--- src/rtl/pe_result_drain.sv ---
// Row-buffered drain for the PE result interface: captures whole output rows
// on sum_enable and serializes them word by word onto a valid/ready stream.
module pe_result_drain #(
  parameter  int WORDWIDTH = 32,
  parameter  int NUM1      = 14,
  parameter  int NUM2      = 5,
  parameter  int DEPTH     = 4,
  localparam int NOUT      = NUM1 + 1 - NUM2,
  localparam int IW        = $clog2(NOUT),
  localparam int PW        = $clog2(DEPTH)
) (
  input  logic                      clk,
  input  logic                      rst,
  input  logic [WORDWIDTH*NOUT-1:0] result,
  input  logic                      sum_enable,
  output logic [WORDWIDTH-1:0]      m_data,
  output logic                      m_valid,
  input  logic                      m_ready,
  output logic                      m_last,
  output logic [IW-1:0]             m_index,
  output logic [PW:0]               level,
  output logic                      overflow,
  output logic                      busy
);

  localparam logic [PW:0]   CNT_FULL = (PW+1)'(DEPTH);
  localparam logic [PW:0]   CNT_ONE  = (PW+1)'(1);
  localparam logic [PW-1:0] PTR_ONE  = PW'(1);
  localparam logic [IW-1:0] IDX_ONE  = IW'(1);
  localparam logic [IW-1:0] LAST_IDX = IW'(NOUT - 1);

  typedef enum logic {EMPTY, STREAM} state_t;

  state_t                    state_reg, state_next;
  logic [PW-1:0]             wr_ptr_reg, rd_ptr_reg;
  logic [PW:0]               count_reg, count_next;
  logic [IW-1:0]             idx_reg;
  logic                      overflow_reg;
  logic [WORDWIDTH*NOUT-1:0] row_mem [DEPTH];
  logic [WORDWIDTH-1:0]      head_words [NOUT];
  logic                      push, drop, beat, retire;

  // Fullness uses the pre-edge count so the push path never depends on m_ready.
  assign push   = sum_enable && (count_reg != CNT_FULL);
  assign drop   = sum_enable && (count_reg == CNT_FULL);
  assign beat   = (state_reg == STREAM) && m_ready;
  assign retire = beat && (idx_reg == LAST_IDX);

  generate
    for (genvar gi = 0; gi < NOUT; gi++) begin : g_head_words
      assign head_words[gi] = row_mem[rd_ptr_reg][gi*WORDWIDTH +: WORDWIDTH];
    end
  endgenerate

  always_ff @(posedge clk) begin
    if (push) begin
      row_mem[wr_ptr_reg] <= result;
    end
  end

  always_ff @(posedge clk) begin
    if (rst) begin
      state_reg    <= EMPTY;
      wr_ptr_reg   <= '0;
      rd_ptr_reg   <= '0;
      count_reg    <= '0;
      idx_reg      <= '0;
      overflow_reg <= 1'b0;
    end else begin
      state_reg <= state_next;
      count_reg <= count_next;
      if (push) begin
        wr_ptr_reg <= wr_ptr_reg + PTR_ONE;
      end
      if (retire) begin
        idx_reg    <= '0;
        rd_ptr_reg <= rd_ptr_reg + PTR_ONE;
      end else if (beat) begin
        idx_reg <= idx_reg + IDX_ONE;
      end
      if (drop) begin
        overflow_reg <= 1'b1;
      end
    end
  end

  always_comb begin
    count_next = count_reg;
    if (push && !retire) begin
      count_next = count_reg + CNT_ONE;
    end else if (!push && retire) begin
      count_next = count_reg - CNT_ONE;
    end
  end

  always_comb begin
    state_next = state_reg;
    m_valid    = 1'b0;
    m_data     = '0;
    m_last     = 1'b0;
    m_index    = '0;
    case (state_reg)
      EMPTY: begin
        if (push) begin
          state_next = STREAM;
        end
      end
      STREAM: begin
        m_valid = 1'b1;
        m_data  = head_words[idx_reg];
        m_index = idx_reg;
        m_last  = (idx_reg == LAST_IDX);
        if (retire && !push && count_reg == CNT_ONE) begin
          state_next = EMPTY;
        end
      end
      default: state_next = EMPTY;
    endcase
  end

  assign level    = count_reg;
  assign overflow = overflow_reg;
  assign busy     = (count_reg != '0) || sum_enable;

endmodule

--- config.mk ---
export PLATFORM = sky130hd
export DESIGN_NAME = pe_result_drain
export DESIGN_NICKNAME = d
export VERILOG_FILES = /design/src/rtl/pe_result_drain.sv
export SDC_FILE = /design/constraint.sdc
export NUM_CORES = 1
export LEC_CHECK = 0
export CAP_MARGIN = 20
export CELL_PAD_IN_SITES_DETAIL_PLACEMENT = 0
export CELL_PAD_IN_SITES_GLOBAL_PLACEMENT = 1
export CORE_MARGIN = 4
export CORE_UTILIZATION = 33
export DETAILED_ROUTE_END_ITERATION = 12
export DONT_BUFFER_PORTS = 1
export PLACE_DENSITY = 0.6
export SLEW_MARGIN = 20
export SYNTH_ARGS = -nofsm -noshare
export SYNTH_HDL_FRONTEND = slang
export SYNTH_SLANG_ARGS = --single-unit
--- constraint.sdc ---
create_clock -name clk -period 11.95 [get_ports clk]
set_input_delay 3.585 -clock clk [delete_from_list [all_inputs] [get_ports clk]]
set_output_delay 3.585 -clock clk [all_outputs]
set_load 0.005 [all_outputs]
## After elaboration in Yosys (flattened, before gate mapping)

Memories as Yosys holds them, arrays and structs flattened. A register that Yosys moved wholly into a read port is not among the register bits.
Cells that the tools add are included.

| cells by class | value |
|---|---|
| magnitude comparators | 1 |
| equal/unequal tests | 4 |
| bitwise logic cells | 2 |
| multipliers | 0 |
| shifts and indexed selects | 0 |
| divide/modulo/power cells | 0 |
| multiplexer cells | 15 |
| reduce and logical (&&, ||, !) cells | 13 |
| add/sub/neg operators | 5 |

Operators with widths:

| cell | number |
|---|---|
| 32-bit binary-select mux with 4-bit select | 1 |
| 32-bit 2-to-1 mux | 3 |
| 1-bit logical AND | 7 |
| 3-bit 2-to-1 mux | 2 |
| 5-bit greater-or-equal comparator (second input constant) | 1 |
| 1-bit 2-to-1 mux | 5 |
| 4-bit inverter with 5-bit output | 1 |
| 2-bit by 1-bit adder with 2-bit output (second input constant) | 2 |
| 4-bit by 1-bit adder with 4-bit output (second input constant) | 1 |
| 4-bit equality test (second input constant) | 1 |
| 2-bit 2-to-1 mux | 2 |
| 4-bit 2-to-1 mux | 1 |
| 3-bit by 1-bit adder with 3-bit output (second input constant) | 1 |
| 3-bit by 1-bit equality test with 1-bit output (second input constant) | 1 |
| 3-bit equality test (second input constant) | 1 |
| 3-bit inequality test (second input constant) | 1 |
| 3-bit nonzero test | 1 |
| 3-bit by 1-bit subtractor with 3-bit output (second input constant) | 1 |
| 1-bit logical NOT | 2 |
| 1-bit one-hot mux with 2 select lines | 1 |
| 2-bit nonzero test | 1 |
| 2-bit OR reduction | 1 |
| 1-bit logical OR | 1 |
| 1-bit inverter | 1 |

| storage, ports and cells | value |
|---|---|
| bits of input ports | 324 |
| bits in latches | 0 |
| bits in writable memories | 1,280 |
| memory bits (read-only) | 0 |
| output and inout port bits | 43 |
| memories kept | 1 |
| word-level logic and storage cells | 47 |
| flip-flop bits (word level) | 13 |

Memory list:

| name | depth | bits a word | rd ports | clocked after Yosys merged registers in | write ports | RTL line | RTL |
|---|---|---|---|---|---|---|---|
| row_mem | 4 | 320 | 1 | 1 | 1 | 39 | `logic [WORDWIDTH*NOUT-1:0] row_mem [DEPTH];` |

## Logic depth before layout (Yosys ltp)

| logic depth | value |
|---|---|
| word-level depth | 7 |
| depth in mapped cells | 12 |

## Worst setup path before layout

Ideal clock, no wire load.

| timing path | value |
|---|---|
| kind | input to register |
| start point | in sum_enable |
| end point | mem row_mem[1][0] in the netlist's numbering (enable) |
| data arrival time | 11.323 ns |
| stages | 2 |
| buffers on the path | 0 |
| slack | -0.096 ns |
| setup time | 0.723 ns |
| cells stage by stage | a21boi_1 -> and2_1 |

| between the ends | value |
|---|---|
| word-level cells in the longest chain between the ends | 3 |

Ends and longest elaborated chain:

| element | RTL line | RTL |
|---|---|---|
| start: declaration | 15 | `input logic sum_enable,` |
| 1-bit logical AND | 44 | `assign push = sum_enable && (count_reg != CNT_FULL);` |
| 1-bit 2-to-1 mux | 56 | `if (push) begin` |
| 1-bit 2-to-1 mux (implied by the code) | 57 | `row_mem[wr_ptr_reg] <= result;` |
| end: declaration | 39 |  |

No other way between the ends.

==> run_summary.xml <==
<?xml version="1.0" encoding="UTF-8"?>
<metrics>
  <group name="run_status">
    <metric name="run_status" unit="">finished clean</metric>
  </group>
  <group name="min_path">
    <metric name="hold_path_class" unit="">flop to flop</metric>
  </group>
  <group name="global_routing">
    <metric name="met3_track_usage_gr" unit="%">7.53</metric>
    <metric name="groute.layer.met1.usage" unit="%">17.8</metric>
    <metric name="gr-max-usage-layer" unit="">met2</metric>
    <metric name="grt_antenna_before_repair" unit="">8</metric>
    <metric name="grtUsageMet2" unit="%">27.0</metric>
    <metric name="grt_usage" unit="%">15.8</metric>
    <metric name="grt_overflow_total" unit="">0</metric>
    <metric name="first_global_vias" unit="">23500</metric>
    <metric name="grt_pass1_wl" unit="mm">176</metric>
    <metric name="grt_start_max_net_pins" unit="">149</metric>
  </group>
  <group name="sta">
    <metric name="timing.final.hold_violations" unit="">0</metric>
    <metric name="setup_violations" unit="">0</metric>
    <metric name="max_slew.worst_pin.slew" unit="ps">1280</metric>
    <metric name="timing_max_transition_violations_final" unit="">0</metric>
    <metric name="post-route-min-period" unit="ps">8340</metric>
    <metric name="finalSetupTns" unit="ps">0</metric>
    <metric name="worst_slew_margin_rel" unit="%">14.6</metric>
    <metric name="fin_crit_sh" unit="%">69.8</metric>
    <metric name="maximum_operating_frequency" unit="GHz">0.120</metric>
    <metric name="final.setup_skew" unit="ps">30.0</metric>
    <metric name="rsz0062_at_grt" unit="">false</metric>
  </group>
  <group name="floorplan">
    <metric name="ioPinCount" unit="">367</metric>
    <metric name="dieHeight" unit="um">395</metric>
    <metric name="die_w" unit="um">395</metric>
    <metric name="initial_utilization" unit="%">33.4</metric>
    <metric name="floorplan.die_area" unit="sq um">156000</metric>
    <metric name="rows" unit="">141</metric>
    <metric name="core-area" unit="sq um">148000</metric>
  </group>
  <group name="power_and_ir_drop">
    <metric name="static-leakage-power" unit="nW">16.9</metric>
    <metric name="irDropWorstVdd" unit="mV">0.124</metric>
    <metric name="p_total" unit="W">0.0102</metric>
    <metric name="power_per_cell_area" unit="nW/um^2">181</metric>
  </group>
  <group name="cts">
    <metric name="cts_tree" unit="">done</metric>
    <metric name="ctsLongestPathBuffers" unit="">3</metric>
    <metric name="postCtsHoldBufs" unit="">0</metric>
    <metric name="tritoncts.num_buffers" unit="">142</metric>
    <metric name="post_cts_buffers" unit="">0</metric>
    <metric name="clk_transition_reported_paths" unit="ps">60</metric>
    <metric name="cts.repair.resized" unit="">0</metric>
    <metric name="cts.root.buffer_cell" unit="">sky130_fd_sc_hd__clkbuf_16</metric>
    <metric name="h_tree_depth" unit="">4</metric>
    <metric name="worst_skew_pair.late_latency" unit="ps">760</metric>
    <metric name="cts.sinks" unit="">1295</metric>
  </group>
  <group name="setup_path">
    <metric name="critical_path.max_fanout" unit="">61</metric>
    <metric name="crit_arrival" unit="ps">4750</metric>
    <metric name="critical_path.endpoint_type" unit="">output port</metric>
    <metric name="worstSetupPathType" unit="">flop to output port</metric>
    <metric name="crit_path_start_kind" unit="">flop</metric>
    <metric name="worst_ep_required_time" unit="ps">8370</metric>
  </group>
  <group name="yosys">
    <metric name="synth.yosys.warnings" unit="">0</metric>
    <metric name="area_of_the_mapped_netlist" unit="sq um">49500</metric>
    <metric name="synthesized_flop_and_latch_total" unit="">1295</metric>
    <metric name="synth.distinct_cells" unit="">42</metric>
    <metric name="synthFlopType" unit="">sky130_fd_sc_hd__edfxtp_1</metric>
    <metric name="syn_avg_cell_area" unit="sq um">23.1</metric>
    <metric name="mappedNetlistNets" unit="">2479</metric>
    <metric name="yosysSeqAreaShare" unit="%">78.3</metric>
    <metric name="synth_async_reset_ratio" unit="%">0</metric>
    <metric name="post_synth_inst_count" unit="">2143</metric>
    <metric name="synth-edff-count" unit="">1280</metric>
  </group>
  <group name="cells_and_area">
    <metric name="post-route-util" unit="%">38.0</metric>
    <metric name="layout-drive-gt1-share" unit="%">25.1</metric>
    <metric name="flow.area_growth_from_synthesis" unit="%">14.0</metric>
    <metric name="finish.cell_count_without_fillers" unit="">4313</metric>
    <metric name="multiInputGateArea" unit="sq um">10000</metric>
    <metric name="regArea" unit="sq um">38700</metric>
    <metric name="nFillCells" unit="">13200</metric>
    <metric name="largest_reg_flops" unit="">1280</metric>
    <metric name="final_design_area_no_fill" unit="sq um">56400</metric>
    <metric name="num-nets-final" unit="">2533</metric>
  </group>
  <group name="placement">
    <metric name="placed_area" unit="sq um">51700</metric>
    <metric name="place_hpwl" unit="mm">74.5</metric>
    <metric name="buffer_ports.inserted" unit="">0</metric>
    <metric name="gp_congestion" unit="">0.723</metric>
    <metric name="place_inst" unit="">4054</metric>
  </group>
  <group name="routing">
    <metric name="dr.first_iter.drc_count" unit="">1519</metric>
    <metric name="post_route_drc" unit="">0</metric>
    <metric name="first_pass_iters" unit="">8</metric>
    <metric name="wl_per_cell" unit="um">29.0</metric>
    <metric name="avgViaCountPerCell" unit="">5.08</metric>
    <metric name="ant_nets" unit="">0</metric>
    <metric name="routed_wirelength" unit="mm">125</metric>
    <metric name="dr_total_vias" unit="">21900</metric>
  </group>
  <group name="flow_run">
    <metric name="max_cap_violations" unit="">0</metric>
  </group>
</metrics>
[cell families after synthesis]
family / share of synthesized area (%)
DFF: 78.3
xor gates and xnor gates: 0.142
muxes: 16.3
and+or+nand+nor: 0.485
buffers and inverters: 1.53
AOI/OAI and AO/OA: 2.94
adders and majority gates: 0.303
[per-stage QoR]
| stage | setup slack, ps | hold WS (ps) |
|---|---|---|
| final | 3610 | 522 |
| after floorplan | 3460 | 461 |
| after detailed placement | 4310 | 508 |
| after CTS | 3470 | 527 |
| after global routing | 3370 | 540 |
| after global placement | 4320 | 505 |
[area by class of cell]
type                       instances  share of cell area, %
timing repair buffer              36                  0.736
multi-input combinational        712                   17.8
clock inverter                    82                   1.60
sequential                      1295                   68.7
clock buffer                     170                   6.60
antenna                            6                 0.0266
inverter                          10                 0.0821
tap                             2002                   4.44
[critical path: stages (launching register included)]
cell and delay (ps):
sky130_fd_sc_hd__dfxtp_4 1000, sky130_fd_sc_hd__buf_4 860, sky130_fd_sc_hd__buf_4 630, sky130_fd_sc_hd__mux4_2 400, sky130_fd_sc_hd__mux2i_1 530, sky130_fd_sc_hd__o32ai_1 460
[where the power goes]
| part | internal [W] | switching, W |
|---|---|---|
| registers | 0.00532 | 0.0000612 |
| logic | 0.000182 | 0.000347 |
| clock network | 0.00256 | 0.00176 |
[cells in the final DEF, fill, tap and decap left out, types with 25 or more instances in the layout]
master and n:
sky130_fd_sc_hd__edfxtp_1 1280, sky130_fd_sc_hd__mux2i_1 161, sky130_fd_sc_hd__clkbuf_1 25, sky130_fd_sc_hd__a221oi_1 62, sky130_fd_sc_hd__buf_4 25, sky130_fd_sc_hd__o32ai_1 29, sky130_fd_sc_hd__o221ai_1 63, sky130_fd_sc_hd__mux2_2 62
sky130_fd_sc_hd__mux4_2 256, sky130_fd_sc_hd__clkbuf_16 145, sky130_fd_sc_hd__clkinv_2 29
[worst paths after layout]
check | startpoint | to | slack (ps) | depth (start not counted)
worst min register to register | rd_ptr_reg[1] | flop | 520 | 2
worst max register to register | level[0] | row_mem[2][168] | 8060 | 7
worst min-delay path | rd_ptr_reg[1] | flop | 520 | 2
worst max-delay path | flop | m_data[31] | 3610 | 5
[synthesized netlist by cell type (2+ instances only)]
| master | instances | area (sq um) |
|---|---|---|
| sky130_fd_sc_hd__mux2_2 | 62 | 698 |
| sky130_fd_sc_hd__nor3_1 | 3 | 15.0 |
| sky130_fd_sc_hd__ha_1 | 12 | 150 |
| sky130_fd_sc_hd__nor2_1 | 13 | 48.8 |
| sky130_fd_sc_hd__o32ai_1 | 32 | 280 |
| sky130_fd_sc_hd__a221oi_1 | 62 | 543 |
| sky130_fd_sc_hd__and3_1 | 2 | 12.5 |
| sky130_fd_sc_hd__nand3b_1 | 2 | 15.0 |
| sky130_fd_sc_hd__buf_6 | 21 | 236 |
| sky130_fd_sc_hd__o221ai_1 | 63 | 552 |
| sky130_fd_sc_hd__buf_1 | 3 | 11.3 |
| sky130_fd_sc_hd__inv_1 | 8 | 30.0 |
| sky130_fd_sc_hd__dfxtp_1 | 15 | 300 |
| sky130_fd_sc_hd__nand3_1 | 3 | 15.0 |
| sky130_fd_sc_hd__a22o_1 | 2 | 17.5 |
| sky130_fd_sc_hd__buf_4 | 17 | 128 |
| sky130_fd_sc_hd__mux2i_1 | 161 | 1610 |
| sky130_fd_sc_hd__and2_1 | 8 | 50.1 |
| sky130_fd_sc_hd__nand2_1 | 3 | 11.3 |
| sky130_fd_sc_hd__buf_2 | 22 | 110 |
| sky130_fd_sc_hd__mux4_2 | 256 | 5770 |
| sky130_fd_sc_hd__o21ai_0 | 2 | 10.0 |
| sky130_fd_sc_hd__clkbuf_1 | 63 | 236 |
| sky130_fd_sc_hd__xnor2_1 | 5 | 43.8 |
| sky130_fd_sc_hd__edfxtp_1 | 1280 | 38400 |
| sky130_fd_sc_hd__a21oi_1 | 3 | 15.0 |
| sky130_fd_sc_hd__xor2_1 | 3 | 26.3 |
| sky130_fd_sc_hd__nor2b_1 | 3 | 18.8 |
[per-layer routing]
layer | part of all wire [%] | wire length, um | up-vias
met2 | 50 | 63100 | 664
met1 | 37 | 46000 | 11700
li1 | - | - | 9375
met3 | 11 | 13200 | 168
met5 | 0.022 | 27 | -
met4 | 2.3 | 2920 | 4
No activity file was read; power rests on OpenSTA's default activity.
